## src/rtl/traffic_pkg.sv

```systemverilog
// traffic_pkg: phase enum, lamp encodings and the saved preemption context
// shared by the intersection controller files.
package traffic_pkg;

    typedef enum logic [2:0] {PH_LEFT, PH_GREEN, PH_YELLOW, PH_ALLRED, PH_HOLD} phase_e;

    localparam logic [3:0] LAMP_LEFT   = 4'b1001;
    localparam logic [3:0] LAMP_GREEN  = 4'b0100;
    localparam logic [3:0] LAMP_YELLOW = 4'b0010;
    localparam logic [3:0] LAMP_RED    = 4'b0001;

    // Sized for the largest supported intersection (8 dirs) and counter (16 bits)
    typedef struct packed {
        logic [2:0]  dir;
        phase_e      phase;
        logic [15:0] count;
        logic        done;
    } ctx_t;

    function automatic ctx_t mk_ctx(logic [2:0] dir, phase_e phase, logic [15:0] count, logic done);
        ctx_t c;
        c.dir   = dir;
        c.phase = phase;
        c.count = count;
        c.done  = done;
        return c;
    endfunction

endpackage

```

## src/rtl/traffic_dir_select.sv

```systemverilog
// traffic_dir_select: picks the next direction to serve, either plain
// round-robin or the first demanding direction after cur_dir in wrap order.
module traffic_dir_select
    import traffic_pkg::*;
#(
    parameter int NUM_DIR = 2,
    parameter int SKIP_EN = 0
) (
    input  logic [$clog2(NUM_DIR)-1:0] cur_dir,
    input  logic [NUM_DIR-1:0]         req,
    output logic [$clog2(NUM_DIR)-1:0] next_dir
);
    localparam int DW = $clog2(NUM_DIR);

    logic [DW-1:0] rr, pick, idx;

    // Scan farthest-first so the nearest requesting direction wins; cur_dir is last
    always_comb begin
        rr   = DW'((int'(cur_dir) + 1) % NUM_DIR);
        pick = rr;
        idx  = '0;
        for (int k = NUM_DIR; k >= 1; k--) begin
            idx = DW'((int'(cur_dir) + k) % NUM_DIR);
            if (req[idx]) pick = idx;
        end
        next_dir = (SKIP_EN != 0 && |req) ? pick : rr;
    end

endmodule

```

## src/rtl/traffic_phase_ctrl.sv

```systemverilog
// traffic_phase_ctrl: round-robin intersection sequencer with optional demand
// skipping and emergency preemption that resumes the interrupted phase.
module traffic_phase_ctrl
    import traffic_pkg::*;
#(
    parameter int NUM_DIR    = 2,
    parameter int LEFT_CYC   = 5,
    parameter int GREEN_CYC  = 10,
    parameter int YELLOW_CYC = 3,
    parameter int ALLRED_CYC = 1,
    parameter int SKIP_EN    = 0,
    parameter int CNT_W      = 5
) (
    input  logic                       clk,
    input  logic                       rst_n,
    input  logic                       emergency,
    input  logic [NUM_DIR-1:0]         req,
    output logic [4*NUM_DIR-1:0]       lights,
    output logic [$clog2(NUM_DIR)-1:0] cur_dir,
    output logic                       preempt_active
);
    localparam int DW = $clog2(NUM_DIR);

    phase_e         phase_q, phase_d;
    logic [DW-1:0]  dir_q, dir_d, next_dir;
    logic [CNT_W-1:0] cnt_q, cnt_d;
    ctx_t           ctx_q, ctx_d;
    logic           saved_q, saved_d, forced_q, forced_d;
    logic           last, take, resume;

    function automatic logic [CNT_W-1:0] plen(phase_e p);
        return p == PH_LEFT   ? CNT_W'(LEFT_CYC)   :
               p == PH_GREEN  ? CNT_W'(GREEN_CYC)  :
               p == PH_YELLOW ? CNT_W'(YELLOW_CYC) : CNT_W'(ALLRED_CYC);
    endfunction

    traffic_dir_select #(.NUM_DIR(NUM_DIR), .SKIP_EN(SKIP_EN)) u_sel (
        .cur_dir  (dir_q),
        .req      (req),
        .next_dir (next_dir)
    );

    assign last   = cnt_q == plen(phase_q) - 1'b1;
    assign take   = emergency && !forced_q;
    assign resume = saved_q && !ctx_q.done && CNT_W'(ctx_q.count) != plen(ctx_q.phase);

    always_comb begin
        phase_d  = phase_q;
        dir_d    = dir_q;
        cnt_d    = cnt_q + 1'b1;
        ctx_d    = ctx_q;
        saved_d  = saved_q;
        forced_d = forced_q;
        if (phase_q == PH_HOLD) begin
            cnt_d   = '0;
            phase_d = emergency ? PH_HOLD : PH_ALLRED;
        end else if (take && (phase_q == PH_LEFT || phase_q == PH_GREEN)) begin
            ctx_d    = mk_ctx(3'(dir_q), phase_q, 16'(cnt_q + 1'b1), 1'b0);
            saved_d  = 1'b1;
            forced_d = 1'b1;
            phase_d  = PH_YELLOW;
            cnt_d    = '0;
        end else if (take && phase_q == PH_ALLRED) begin
            // A clearance that follows HOLD keeps the context it already holds
            if (!saved_q) ctx_d = mk_ctx(3'(dir_q), phase_q, '0, 1'b1);
            saved_d = 1'b1;
            phase_d = PH_HOLD;
            cnt_d   = '0;
        end else if (phase_q == PH_YELLOW && (take || forced_q)) begin
            if (take) ctx_d = mk_ctx(3'(dir_q), phase_q, '0, 1'b1);
            saved_d  = 1'b1;
            forced_d = !last;
            phase_d  = last ? PH_HOLD : PH_YELLOW;
            cnt_d    = last ? '0 : cnt_q + 1'b1;
        end else if (last) begin
            cnt_d = '0;
            case (phase_q)
                PH_LEFT:   phase_d = PH_GREEN;
                PH_GREEN:  phase_d = PH_YELLOW;
                PH_YELLOW: phase_d = PH_ALLRED;
                PH_ALLRED: begin
                    phase_d = resume ? ctx_q.phase : PH_LEFT;
                    dir_d   = resume ? DW'(ctx_q.dir) : next_dir;
                    cnt_d   = resume ? CNT_W'(ctx_q.count) : '0;
                    saved_d = 1'b0;
                end
                default: ;
            endcase
        end
    end

    always_ff @(posedge clk or negedge rst_n) begin
        if (!rst_n) begin
            phase_q  <= PH_LEFT;
            dir_q    <= '0;
            cnt_q    <= '0;
            ctx_q    <= '0;
            saved_q  <= 1'b0;
            forced_q <= 1'b0;
        end else begin
            phase_q  <= phase_d;
            dir_q    <= dir_d;
            cnt_q    <= cnt_d;
            ctx_q    <= ctx_d;
            saved_q  <= saved_d;
            forced_q <= forced_d;
        end
    end

    for (genvar d = 0; d < NUM_DIR; d++) begin : g_lamp
        assign lights[4*d +: 4] = (DW'(d) != dir_q)    ? LAMP_RED    :
                                  (phase_q == PH_LEFT)   ? LAMP_LEFT   :
                                  (phase_q == PH_GREEN)  ? LAMP_GREEN  :
                                  (phase_q == PH_YELLOW) ? LAMP_YELLOW : LAMP_RED;
    end

    assign cur_dir        = dir_q;
    assign preempt_active = phase_q == PH_HOLD || forced_q;

endmodule
```

## config.mk

```make
export PLATFORM = sky130hd
export DESIGN_NAME = traffic_phase_ctrl
export DESIGN_NICKNAME = d
export VERILOG_FILES = /design/src/rtl/traffic_pkg.sv /design/src/rtl/traffic_dir_select.sv /design/src/rtl/traffic_phase_ctrl.sv
export SDC_FILE = /design/constraint.sdc
export NUM_CORES = 1
export LEC_CHECK = 0
export CORE_MARGIN = 2
export CORE_UTILIZATION = 45
export DETAILED_ROUTE_END_ITERATION = 16
export HOLD_SLACK_MARGIN = 0.05
export PLACE_DENSITY = 0.69
export SLEW_MARGIN = 20
export SYNTH_ARGS = -nofsm -noshare
export SYNTH_HDL_FRONTEND = slang
export SYNTH_SLANG_ARGS = --single-unit
```

## constraint.sdc

```tcl
create_clock -name clk -period 2.7 [get_ports clk]
set_clock_uncertainty 0.05 [all_clocks]
set_input_delay 0.54 -clock clk [delete_from_list [all_inputs] [get_ports clk]]
set_output_delay 0.54 -clock clk [all_outputs]
set_load 0.01 [all_outputs]
```

==> reports/qor.txt <==
Post-route clock period utilization -> 94.8%
RSZ-0062 raised after global routing -> no
Hold_sp -> ctx_q[4]$_DFFE_PN0P_
CTS tree -> built
Final hold violation count -> 0
Crit path required time -> 2110 ps
Final core occ -> 55.7%
Layout net count -> 186
Root buf cell -> clkbuf_4
Number of setup buffers added after CTS -> 0
Detailed placement HPWL -> 2370 um
Clock slew at the register clock pins of the worst setup and hold paths -> 120 ps
Area Growth Syn to Fin -> 18.4%
Max VDD drop -> 0.700 mV
Critical Path Start Type -> flip-flop
Hold-fix buffers, CTS -> 0
CTS sink cnt -> 21
Post-route antenna net violation count -> 0
Port bufs -> 12
Routed len/inst -> 14.3 um
Drt total wl -> 2990 um
Std-Cell Rows -> 19
Chip width -> 57.5 um
Synth area leaders -> dfrtp_1 41%, nand2_1 6.1%, o21ai_0 5.4%, inv_1 5.0%, a21oi_1 3.9%
Pin count of the biggest net entering global routing -> 22
Share of the synthesized area in the top cell type -> 40.8%
Worst-path maximum fanout -> 5
Via density per instance -> 5.68
Worst setup endpoint -> lights[6]
Maxcap violations -> 0
Post-CTS Resized -> 0
First-pass GRT wire length -> 5230 um
Normalized max-slew margin -> 59.2%
Status -> finished clean
N_diodes -> 0
R2R cell count -> 10
WP data arrival -> 1970 ps
Die area -> 3310 sq um
Post-layout min period -> 2560 ps
Unique masters post-synth -> 37
Synth Warn # -> 0
Vias -> 1187
DRC -> 0
Setup-failing EPs final -> 0
Worst-skew pair later-pin latency -> 310 ps
Max-slew violations -> 0
R2r setup slk -> 240 ps
# IOs -> 15
Vias in the first global route -> 1112
DRT Pass-1 Iters -> 4
Leakage -> 0.662 nW
H-tree Lvls -> 1
Post-synthesis sequential area ratio -> 40.8%
Crit path capture type -> output pin
Fraction of final layout cells sized beyond drive strength 1 -> 10.1%
Slew @ Worst Pin -> 597 ps
Overflow after GRT -> 0
Synth area leader -> dfrtp_1
Worst Path Class, Setup -> flip-flop to output pin
Initial antenna violation count -> 0
Gp weighted congestion -> 0.913
Layout fillers -> 260
Drt initial violations -> 26
Worst Hold Class -> flip-flop to flip-flop
Synth Net Count -> 165
Mapped Cells -> 158
RR Endpoint -> phase_q[1]$_DFFE_PN0P_
Total core area -> 2730 sq um
Setup TNS -> 0 ps
Clk buf depth -> 2
Most frequent cells in the layout -> 21 x nand2_1, 21 x dfrtp_1, 17 x inv_1, 14 x o21ai_0, 12 x clkdlybuf4s50_1
FMAX -> 0.391 GHz
Launching point of the worst reg2reg path -> phase_q[0]$_DFFE_PN0P_
Syn Std Cell Area -> 1290 sq um
Syn avg cell area -> 8.15 sq um
GRT Overall Usage -> 20.5%
Area after DPL -> 1500 sq um
Final non-filler cell area -> 1520 sq um
Pwr/cell area -> 1230 nW/um^2
Worst setup path start -> phase_q[1]$_DFFE_PN0P_
Die Ht -> 57.5 um
Initial Util -> 47.1%
Synth Register Bits -> 21
Clock buffer count from CTS -> 3
## through the flow
step / setup slack [ps] / hold WS [ps] / instances / power [mW]
floorplan: 180 / 194 / 158 / 1.33
global placement: 317 / 416 / 205 / 1.68
detailed placement: 269 / 427 / 205 / 1.71
CTS: 129 / 453 / 209 / 1.87
global route: 16.4 / 482 / 209 / 2.05
finish: 141 / 450 / 209 / 1.87
## report_power, final
part	leakage [nW]	switching, mW	total, mW	internal, mW
Combinational	0.384	0.630	1.13	0.503
Sequential	0.263	0.143	0.586	0.442
Clock	0.0150	0.0955	0.153	0.0576
## cell families (layout without fill, tap and decap cells)
logic type	after synthesis	after routing	synth area share (%)
AO/OA/AOI/OAI	42	42	19.9
adder cells (fa/ha/maj)	2	2	1.94
AND/OR/NAND/NOR	60	60	23.4
buffers and inverters	23	43	6.80
flip-flops	21	21	40.8
multiplexers	2	2	1.65
XOR/XNOR	8	8	5.44
## sequential cells by signal, indices dropped and copies added, names as in the netlist
register	flops
cnt_q	5
ctx_q	10
phase_q	3
cur_dir	1
forced_q	1
saved_q	1
## per-layer routing
metal | wire, um | share of wire [%] | track usage, %
met5 | 0 | 0 | 0
met4 | 36 | 1.2 | 6.31
met3 | 126 | 4.2 | 2.72
met2 | 1440 | 48 | 32.1
met1 | 1390 | 46 | 29.4
## synthesized netlist by cell type
cell type	number
a22oi_2	1
inv_1	17
buf_2	1
o22a_1	1
clkbuf_1	5
nor3b_1	1
o21ai_1	3
a211o_1	1
nor3_2	1
nand3_1	5
a2111oi_0	1
or3_1	4
dfrtp_1	21
xor2_1	4
mux2i_1	1
mux2_2	1
a21o_1	1
nor2_1	9
nor2b_1	1
o221ai_1	1
nand2b_1	3
a41oi_1	1
and2_1	2
a21oi_2	1
and2b_2	1
nand3b_1	2
a32oi_1	1
nor4_1	2
ha_1	2
o22ai_1	5
nand2_1	21
nor3_1	6
o311ai_0	1
xnor2_1	4
or3b_1	2
o21ai_0	14
a21oi_1	10
## final cells by class
class | instances | area (sq um) | share of cell area, %
Multi-Input combinational cell | 114 | 674 | 44.3
Tap cell | 31 | 38.8 | 2.55
Clock buffer | 4 | 26.3 | 1.72
Sequential cell | 21 | 526 | 34.5
Timing Repair Buffer | 22 | 195 | 12.8
Inverter | 17 | 63.8 | 4.19
## worst min path at each step
stage,slack (ps),cells after the start,end
2_1_floorplan,190,0,cnt_q[0]$_DFF_PN0_
3_3_place_gp,420,2,ctx_q[4]$_DFFE_PN0P_
3_5_place_dp,430,2,ctx_q[4]$_DFFE_PN0P_
4_1_cts,450,2,ctx_q[4]$_DFFE_PN0P_
5_1_grt,480,2,ctx_q[4]$_DFFE_PN0P_
6_report,450,2,ctx_q[4]$_DFFE_PN0P_
## critical path, stage by stage, from the launching register on
cell	delay, ps
dfrtp_1	450
or3b_1	410
buf_4	170
nor2_1	90
clkdlybuf4s50_1	540
No activity file was read; power rests on OpenSTA's default activity.
